`src/rtl/serial_subtractor.sv`:
```
// Bit-serial unsigned subtractor, LSB first, with start/ready/done handshake.
// Optional macro SUB_SATURATE_EN floors a borrowing result to zero.
module serial_subtractor #(
  parameter int WIDTH = 8
) (
  input  logic             clk,
  input  logic             rst,
  input  logic             start,
  input  logic [WIDTH-1:0] A,
  input  logic [WIDTH-1:0] B,
  output logic             ready,
  output logic             busy,
  output logic             done,
  output logic [WIDTH-1:0] diff,
  output logic             bout
);

  localparam int CW = (WIDTH > 1) ? $clog2(WIDTH) : 1;

  typedef enum logic [1:0] {
    S_IDLE  = 2'd0,
    S_SHIFT = 2'd1,
    S_DONE  = 2'd2
  } state_t;

  state_t           r_state;
  state_t           w_state_nxt;
  logic [WIDTH-1:0] r_a_sr;
  logic [WIDTH-1:0] r_b_sr;
  logic [WIDTH-2:0] r_res;
  logic             r_borrow;
  logic [CW-1:0]    r_cnt;
  logic             r_ready;
  logic             r_busy;
  logic             r_done;
  logic [WIDTH-1:0] r_diff;
  logic             r_bout;

  logic             w_a;
  logic             w_b;
  logic             w_d;
  logic             w_br_nxt;
  logic             w_last;
  logic [WIDTH-1:0] w_res_nxt;
  logic [WIDTH-1:0] w_diff_fin;

  assign w_a       = r_a_sr[0];
  assign w_b       = r_b_sr[0];
  assign w_d       = w_a ^ w_b ^ r_borrow;
  assign w_br_nxt  = (~w_a & w_b) | (~(w_a ^ w_b) & r_borrow);
  assign w_last    = (r_cnt == CW'(WIDTH - 1));
  // Result bits enter at the top, so after WIDTH shifts bit 0 sits at the LSB.
  assign w_res_nxt = {w_d, r_res};

`ifdef SUB_SATURATE_EN
  assign w_diff_fin = w_br_nxt ? {WIDTH{1'b0}} : w_res_nxt;
`else
  assign w_diff_fin = w_res_nxt;
`endif

  always_ff @(posedge clk) begin
    if (rst) begin
      r_state <= S_IDLE;
    end else begin
      r_state <= w_state_nxt;
    end
  end

  always_comb begin
    w_state_nxt = r_state;
    case (r_state)
      S_IDLE: begin
        if (start) w_state_nxt = S_SHIFT;
        else       w_state_nxt = S_IDLE;
      end
      S_SHIFT: begin
        if (w_last) w_state_nxt = S_DONE;
        else        w_state_nxt = S_SHIFT;
      end
      S_DONE:  w_state_nxt = S_IDLE;
      default: w_state_nxt = S_IDLE;
    endcase
  end

  // Handshake flags are registered from the next state so they line up with r_state.
  always_ff @(posedge clk) begin
    if (rst) begin
      r_a_sr   <= '0;
      r_b_sr   <= '0;
      r_res    <= '0;
      r_borrow <= 1'b0;
      r_cnt    <= '0;
      r_ready  <= 1'b1;
      r_busy   <= 1'b0;
      r_done   <= 1'b0;
      r_diff   <= '0;
      r_bout   <= 1'b0;
    end else begin
      r_ready <= (w_state_nxt == S_IDLE);
      r_busy  <= (w_state_nxt == S_SHIFT);
      r_done  <= (w_state_nxt == S_DONE);
      case (r_state)
        S_IDLE: begin
          if (start) begin
            r_a_sr   <= A;
            r_b_sr   <= B;
            r_res    <= '0;
            r_borrow <= 1'b0;
            r_cnt    <= '0;
          end
        end
        S_SHIFT: begin
          r_a_sr   <= {1'b0, r_a_sr[WIDTH-1:1]};
          r_b_sr   <= {1'b0, r_b_sr[WIDTH-1:1]};
          r_res    <= w_res_nxt[WIDTH-1:1];
          r_borrow <= w_br_nxt;
          r_cnt    <= r_cnt + CW'(1);
          if (w_last) begin
            r_diff <= w_diff_fin;
            r_bout <= w_br_nxt;
          end
        end
        default: begin
          r_cnt <= r_cnt;
        end
      endcase
    end
  end

  assign ready = r_ready;
  assign busy  = r_busy;
  assign done  = r_done;
  assign diff  = r_diff;
  assign bout  = r_bout;

endmodule

```
`config.mk`:
```
export PLATFORM = sky130hd
export DESIGN_NAME = serial_subtractor
export DESIGN_NICKNAME = d
export VERILOG_FILES = /design/src/rtl/serial_subtractor.sv
export SDC_FILE = /design/constraint.sdc
export NUM_CORES = 1
export LEC_CHECK = 0
export BUFFER_PORTS_ARGS = -buffer_cell sky130_fd_sc_hd__buf_4
export CAP_MARGIN = 20
export CELL_PAD_IN_SITES_DETAIL_PLACEMENT = 1
export CELL_PAD_IN_SITES_GLOBAL_PLACEMENT = 1
export CORE_MARGIN = 2
export CORE_UTILIZATION = 38
export CTS_CLUSTER_SIZE = 40
export DETAILED_ROUTE_END_ITERATION = 10
export PLACE_DENSITY = 0.73
export SETUP_SLACK_MARGIN = 0.3
export SLEW_MARGIN = 20
export SYNTH_ARGS = -nofsm -noshare
export SYNTH_HDL_FRONTEND = slang
export SYNTH_SLANG_ARGS = --single-unit
```
`constraint.sdc`:
```
create_clock -name clk -period 1.4 [get_ports clk]
set_input_delay 0.28 -clock clk [delete_from_list [all_inputs] [get_ports clk]]
set_output_delay 0.28 -clock clk [all_outputs]
set_load 0.1 [all_outputs]
```
## Word level (Yosys, flattened, before mapping)

Index checks and enable logic that the tools add are counted.

| storage, ports and cells | value |
|---|---|
| memories | 0 |
| input bits | 19 |
| bits in registers | 41 |
| RAM bits | 0 |
| output and inout port bits | 12 |
| latch bits | 0 |
| word-level logic and storage cells | 42 |
| bits in read-only memories | 0 |

| cells by class | value |
|---|---|
| eq/ne operators | 5 |
| bitwise operators | 7 |
| add/subtract/negate cells | 1 |
| div/mod/pow operators | 0 |
| reductions and logical operators | 5 |
| mux-type cells | 13 |
| $lt $le $gt $ge | 0 |
| shift operators | 0 |
| multiply operators | 0 |

Operators with widths:

| kind | count |
|---|---|
| $pmux W8 S2 | 2 |
| $mux W8 | 2 |
| $pmux W7 S2 | 1 |
| $mux W7 | 1 |
| $pmux W3 S2 | 1 |
| $eq A2 B1 Y1 const B | 2 |
| $logic_not A2 Y1 | 2 |
| $pmux W2 S2 | 1 |
| $reduce_and A2 Y1 | 2 |
| $add A3 B1 Y3 const B | 1 |
| $eq A3 B3 Y1 const B | 1 |
| $mux W3 | 1 |
| $and A1 B1 Y1 | 2 |
| $eq A2 B2 Y1 const B | 1 |
| $mux W1 | 2 |
| $mux W2 | 1 |
| $ne A2 B2 Y1 const B | 1 |
| $not A1 Y1 | 2 |
| $pmux W1 S2 | 1 |
| $reduce_bool A2 Y1 | 1 |
| $xor A1 B1 Y1 | 2 |
| $or A1 B1 Y1 | 1 |

## Longest topological paths before layout

Gate-level depths: netlist (run 1).

| logic depth | value |
|---|---|
| depth after elaboration | 5 |
| gate-level depth with buffers | 6 |
| mapped depth without buffers | 5 |

## Least setup slack after synthesis (run 1)

No wires, ideal clock.

| timing | value |
|---|---|
| path kind | reg-to-reg |
| start point | register bout (netlist name) |
| end point | register r_bout, in the netlist bout |
| stages on the path, launching flop included | 3 |
| path buffers | 0 |
| setup time | 0.081 ns |
| clock period less this slack | 1.341 ns |
| arrival time | 1.260 ns |
| path slack | 0.059 ns |
| required time | 1.319 ns |
| cells stage by stage | dfxtp_1 -> nor2_1 -> a211oi_2 |

RTL lines:

| item | RTL line | source |
|---|---|---|
| end signal: assignment | 120 | `r_bout <= w_br_nxt;` |
| end: declaration | 37 | `logic r_bout;` |

## Final worst setup path (run 1)

| timing | value |
|---|---|
| start point | register r_cnt[1] |
| end point | register r_diff[7], in the netlist diff[7] |

| on the way | value |
|---|---|
| cells in the longest elaborated chain, start to end | 2 |

Ends and longest elaborated chain:

| item | RTL line | source |
|---|---|---|
| start: declaration | 32 | `logic [CW-1:0] r_cnt;` |
| start signal: assignment | 117 | `r_cnt <= r_cnt + CW'(1);` |
| start signal: assignment | 124 | `r_cnt <= r_cnt;` |
| $eq A3 B3 Y1 | 51 | `assign w_last = (r_cnt == CW'(WIDTH - 1));` |
| $reduce_and A2 Y1 (no source line) | n/a |  |
| end signal: assignment | 119 | `r_diff <= w_diff_fin;` |
| end: declaration | 36 | `logic [WIDTH-1:0] r_diff;` |

No other way between the ends.
A chain may end at the register's enable or synchronous reset.

==> impl_metrics.tcl, run 1 <==
set metrics [dict create \
    drive_gt1_frac 0.5991 \
    viasPerCell 5.212 \
    htreeDepth 2 \
    yosys_warnings 0 \
    die-area_mm2 0.005102 \
    clockBufferDepth 2 \
    peakVddDrop_uv 496.5 \
    cp_common_cell "ha_4" \
    ys_top_cells_by_area "dfxtp_1 48%, a211oi_2 11%, mux2i_1 9.3%, nor2_1 5.4%, a22oi_1 5.2%" \
    tightest_slew_ns 0.5350 \
    yosysMostFrequentCell "dfxtp_1" \
    vias 1428 \
    dp_cells 243 \
    wire_per_inst_um 17.84 \
    critPathMaxStageDelay_ns 0.37 \
    grt.total_usage 0.1869 \
    syn_inst 168 \
    clk_latency_ns 0.29 \
    final_core_util 0.6052 \
    boundaryPins 31 \
    arrival_ns 1.46 \
    drc 0 \
    tns_ns 0 \
    synth_seq_cells 41 \
    die_x_um 71.43 \
    fp.dieH_um 71.43 \
    io_buffer_count 30 \
    criticalPathCategory "reg -> reg" \
    clk_transition_reported_paths_ns 0.07 \
    synth_edf_count 0 \
    rsz0062_at_grt "true" \
    grt_max_degree 42 \
    fmax_mhz 766.7 \
    ys_top_cells_by_count "41 x dfxtp_1, 25 x nor2_1, 16 x mux2i_1, 16 x nand2_1, 15 x a211oi_2" \
    crit_path_max_fanout 4 \
    ys.flop_type "dfxtp_1" \
    dr.pass1.iters 4 \
    cp-end-kind "flip-flop" \
    cp.required_ns 1.55 \
    cts_buffers 5 \
    hold_viol_final 0 \
    async_reset_ff_frac 0 \
    cts_hold_buf 0 \
    grt_pass1_wl_mm 7.376 \
    max-cap-violations 0 \
    skew_ns 0.007136 \
    startpoint "r_cnt[1]" \
    place_congestion 0.7182 \
    drtIter0Drc 60 \
    grt_pass1_vias 1541 \
    num_antenna_cells 0 \
    yosys.cell_types.count 26 \
    final_cells 274 \
    powerDensity_mw_per_mm2 990.6 \
    antenna_left 0 \
    drv_slew 0 \
    ys_seq_area_frac 0.4750 \
    fin_nets 244 \
    finalSetupViolations 0 \
    synth_nets 190 \
    leakage_nw 1.039 \
    crit_chain "ha_4 -> ha_4 -> nand3b_1 -> buf_4 -> nand2_1 -> a21oi_1" \
    hold_start "start" \
    fin_crit_ns 1.304 \
    status "finished, final reports clean" \
    dpl.hpwl_mm 2.662 \
    holdCritPathClass "in -> reg" \
    netlist_area_mm2 0.001728 \
    finalCritPeriodShare 0.9317 \
    clock_sinks 41 \
    antenna_found_initial 0 \
    design.core.area_mm2 0.004354 \
    cts_root_buf "clkbuf_8" \
    slew_headroom 0.6433 \
    p_total_mw 2.610 \
    grt_overflow 0 \
    avgSynthCellArea_um2 10.29 \
    row_count 24 \
    syn2layout_area_growth_pct 52.50 \
    r2r-start "r_cnt[1]" \
    synth_top_area_share 0.4750 \
    cp-start-kind "flip-flop" \
    wirelength_mm 4.887 \
    start_util 0.3968 \
    cts_tree "built" \
    slowest_stage "dfxtp_2" \
    yosysTopAreaCell "dfxtp_1" \
]
cell families (layout without fill, tap and decap cells):
group / after synthesis / count (layout) / share of synthesized area
multiplexers: 16 / 16 / 0.09268
buffers and inverters: 17 / 70 / 0.07095
AND/OR/NAND/NOR: 53 / 54 / 0.1347
AO/OA/AOI/OAI: 38 / 38 / 0.2006
adder cells (fa/ha/maj): 3 / 3 / 0.02607
flip-flops: 41 / 41 / 0.4750
worst paths after layout:
path              to  slack [ns]  cells after the start
min            ready        0.22                      2
max reg2reg  diff[7]         0.1                      6
max          diff[7]         0.1                      6
min reg2reg  diff[6]        0.49                      2
where the power goes:
group / total, mW / internal, mW / switching (mW) / leakage [nW]
Clock: 0.928 / 0.519 / 0.410 / 0.0540
Sequential: 1.26 / 1.22 / 0.0442 / 0.344
Combinational: 0.423 / 0.213 / 0.209 / 0.641
Total: 2.61 / 1.95 / 0.663 / 1.04
stage by stage:
stage / hold slack, ns / area, um^2 / setup WS, ns
2_1_floorplan: 0.3728 / 1790 / 0.2144
3_3_place_gp: 0.4434 / 2021 / 0.05276
3_5_place_dp: 0.4517 / 2021 / -0.04766
4_1_cts: 0.2113 / 2507 / 0.1763
5_1_grt: 0.2392 / 2635 / 0.05371
6_report: 0.2208 / 2635 / 0.09566
cells in the final DEF, fill, tap and decap left out, drive strengths merged:
master,instances
nand2,16
mux2i,16
fa,1
bufinv,1
nor2,31
nor3,2
o21ba,1
a22oi,12
o21ai,1
a211oi,15
inv,4
nor3b,1
buf,59
clkbuf,5
and3b,2
a21oi,8
o21bai,1
dfxtp,41
ha,2
nand3b,1
and2b,1
clkinv,1
cell type report:
type / count / area (um^2)
clock inverter: 2 / 35.03
fill: 454 / 1719
timing repair buffer: 59 / 680.7
sequential: 41 / 850.8
clock buffer: 5 / 68.82
multi-input combinational: 111 / 919.6
inverter: 4 / 15.01
tap: 52 / 65.06
flip-flops by register name, summed over array words and instances, names as in the netlist:
register  flops
bout          1
ready         1
busy          1
r_res         7
r_a_sr        8
r_borrow      1
done          1
diff          8
r_state       2
r_cnt         3
r_b_sr        8
worst max-delay path, delay by kind of cell, from the launching register on:
family,cells,cell delay (ns)
AO/OA/AOI/OAI,1,0.06
buffers and inverters,1,0.21
AND/OR/NAND/NOR,2,0.24
adder cells (fa/ha/maj),2,0.29
flip-flops,1,0.37
metal layers:
layer,vias up,track usage,share of wire
met5,-,0,0
met4,0,0.05031,0.011
met3,7,0.03235,0.028
met2,28,0.3539,0.57
met1,704,0.2147,0.39
li1,689,-,-
timing repair:
item / in CTS / in global routing
pin swaps: 20 / 5
resized for setup: 62 / 18
gates cloned: 2 / 1
buffers inserted: 17 / 4
setup endpoints to repair: 52 / 51
Note: power is estimated with default switching activity, not from simulation.
==> run 2, diff against run 1 <==
BUFFER_PORTS_ARGS = -buffer_cell sky130_fd_sc_hd__buf_2   (was -buffer_cell sky130_fd_sc_hd__buf_4)
==> run 2 against run 1 <==
Clock-buffer cell count up 2. First-iteration DRC count decreased by 25%. Hold slack gained 0.015 ns. Power shrank 6.9%. Utilization down 2.8 points. Final cell count decreased by 2.2%. Global-route usage shrank 0.93 points. Clock skew fell by 0.0012 ns. Non-clock buffer count shrank 6. Largest cell class unchanged.
==> impl_metrics.tcl, run 2 (synthesis results as in run 1) <==
set metrics [dict create \
    status "finished, final reports clean" \
    fillCellCount 458 \
    clockBufferDepth 2 \
    powerDensity_mw_per_mm2 966.2 \
    cts_root_buf "clkbuf_8" \
    grt_max_degree 17 \
    cts_tree "built" \
    grt.total_usage 0.1776 \
    holdCritPathClass "in -> reg" \
    die-area_mm2 0.005102 \
    io_buffer_count 30 \
    wirelength_mm 4.357 \
    cp-start-kind "flip-flop" \
    grt_pass1_wl_mm 7.051 \
    grt_pass1_vias 1488 \
    grt_overflow 0 \
    vias 1389 \
    syn2layout_area_growth_pct 45.55 \
    criticalPathCategory "reg -> reg" \
    die_x_um 71.43 \
    dr.pass1.iters 4 \
    slowest_stage "dfxtp_2" \
    r2r-start "r_cnt[0]" \
    fin_crit_ns 1.262 \
    rsz0062_at_grt "true" \
    arrival_ns 1.49 \
    mostFrequentLayoutCell "dfxtp_1" \
    finalCritPeriodShare 0.9014 \
    drc 0 \
    mostFrequentLayoutCells "24 x dfxtp_1, 22 x nor2_1, 19 x buf_2" \
    clock_power_share 0.323 \
    dpl.hpwl_mm 2.607 \
    drive_gt1_frac 0.5880 \
    cts_hold_buf 0 \
    critPathMaxStageDelay_ns 0.36 \
    boundaryPins 31 \
    reg2reg_depth 5 \
    antenna_left 0 \
    clk_latency_ns 0.29 \
    crit_path_max_fanout 5 \
    min_path_cells 3 \
    wire_per_inst_um 16.26 \
    antenna_found_initial 0 \
    cp.required_ns 1.62 \
    clk_transition_reported_paths_ns 0.08 \
    hold_viol_final 0 \
    tightest_slew_ns 0.4107 \
    finalSetupViolations 0 \
    drtIter0Drc 45 \
    internal_power_mw 1.796 \
    hold_start "B[7]" \
    slew_headroom 0.7262 \
    peakVddDrop_uv 634.0 \
    skew_ns 0.005897 \
    combPwrFrac 0.160 \
    cp-end-kind "flip-flop" \
    viasPerCell 5.183 \
    startpoint "r_cnt[0]" \
    cp_common_cell "ha_4" \
    fp.dieH_um 71.43 \
    design.core.area_mm2 0.004354 \
    cts_buffers 5 \
    fmax_mhz 792.4 \
    power_frac_seq 0.517 \
    swShare 0.2610 \
    num_antenna_cells 0 \
    place_congestion 0.7203 \
    final_core_util 0.5776 \
    drv_slew 0 \
    fin_nets 238 \
    p_sw_mw 0.6342 \
    leakage_nw 0.9799 \
    row_count 24 \
    start_util 0.3968 \
    max-cap-violations 0 \
    crit_chain "ha_4 -> ha_4 -> and3b_2 -> nand2_2 -> a21oi_2" \
    tns_ns 0 \
    clock_sinks 41 \
    htreeDepth 2 \
]
-- run 2: cell count changes in the layout (fill, tap and decap cells not counted), sizes merged --
cell | previous run | this run
clkbuf | 5 | 7
buf | 59 | 53
bufinv | 1 | 0
clkinv | 1 | 0
-- run 2: area by class of cell --
cell class,instances,area (um^2),area share
well taps,52,65.06,0.02587
repair buffers,53,584.3,0.2323
multi-input cells,111,914.6,0.3637
flip-flops and latches,41,849.6,0.3378
inverters,4,15.01,0.005970
clock buffers,7,86.33,0.03433
-- run 2: what timing repair did --
item	4_1_cts	5_1_grt
cloned	2	1
endpoints found under the setup margin	52	50
gates resized for setup	64	22
pin swaps	17	7
setup buffers	8	6
-- run 2: critical path, delay by kind of cell (launching register included) --
family | cells | cell delay, ns
adder cells (fa/ha/maj) | 2 | 0.28
AO/OA/AOI/OAI | 1 | 0.13
flip-flops | 1 | 0.36
AND/OR/NAND/NOR | 2 | 0.42
-- run 2: path summary, 6_finish.rpt --
check             slack [ns]         to
setup / recovery        0.14    diff[7]
hold / removal          0.24  r_b_sr[7]
setup reg to reg        0.14    diff[7]
hold reg to reg         0.48    diff[0]
-- run 2: per-layer routing --
metal  GRT usage  vias up  share of wire
met5           0        -              0
met4     0.05870        0         0.0096
met3     0.05063        6          0.035
met2      0.3210       20           0.53
met1      0.2000      681           0.42
li1            -      682              -
-- run 2: metrics by stage --
step / setup slack, ns / hold WS (ns) / cell area (um^2) / power [mW] / std cells
2_1_floorplan: 0.2144 / 0.3728 / 1790 / 1.523 / 168
3_3_place_gp: 0.05862 / 0.4408 / 1978 / 1.578 / 244
3_5_place_dp: -0.03010 / 0.4454 / 1978 / 1.597 / 244
4_1_cts: 0.2093 / 0.2378 / 2381 / 2.411 / 261
5_1_grt: 0.1008 / 0.2541 / 2515 / 2.542 / 268
6_report: 0.1381 / 0.2360 / 2515 / 2.430 / 268
-- run 2: power groups by stage --
stage                     sequential (mW)  clock, mW  combinational [mW]
after global routing                 1.26      0.859               0.421
after floorplan                      1.30          0               0.222
final                                1.26      0.785               0.389
after CTS                            1.25      0.788               0.368
after detailed placement             1.28          0               0.316
after global placement               1.28          0               0.302
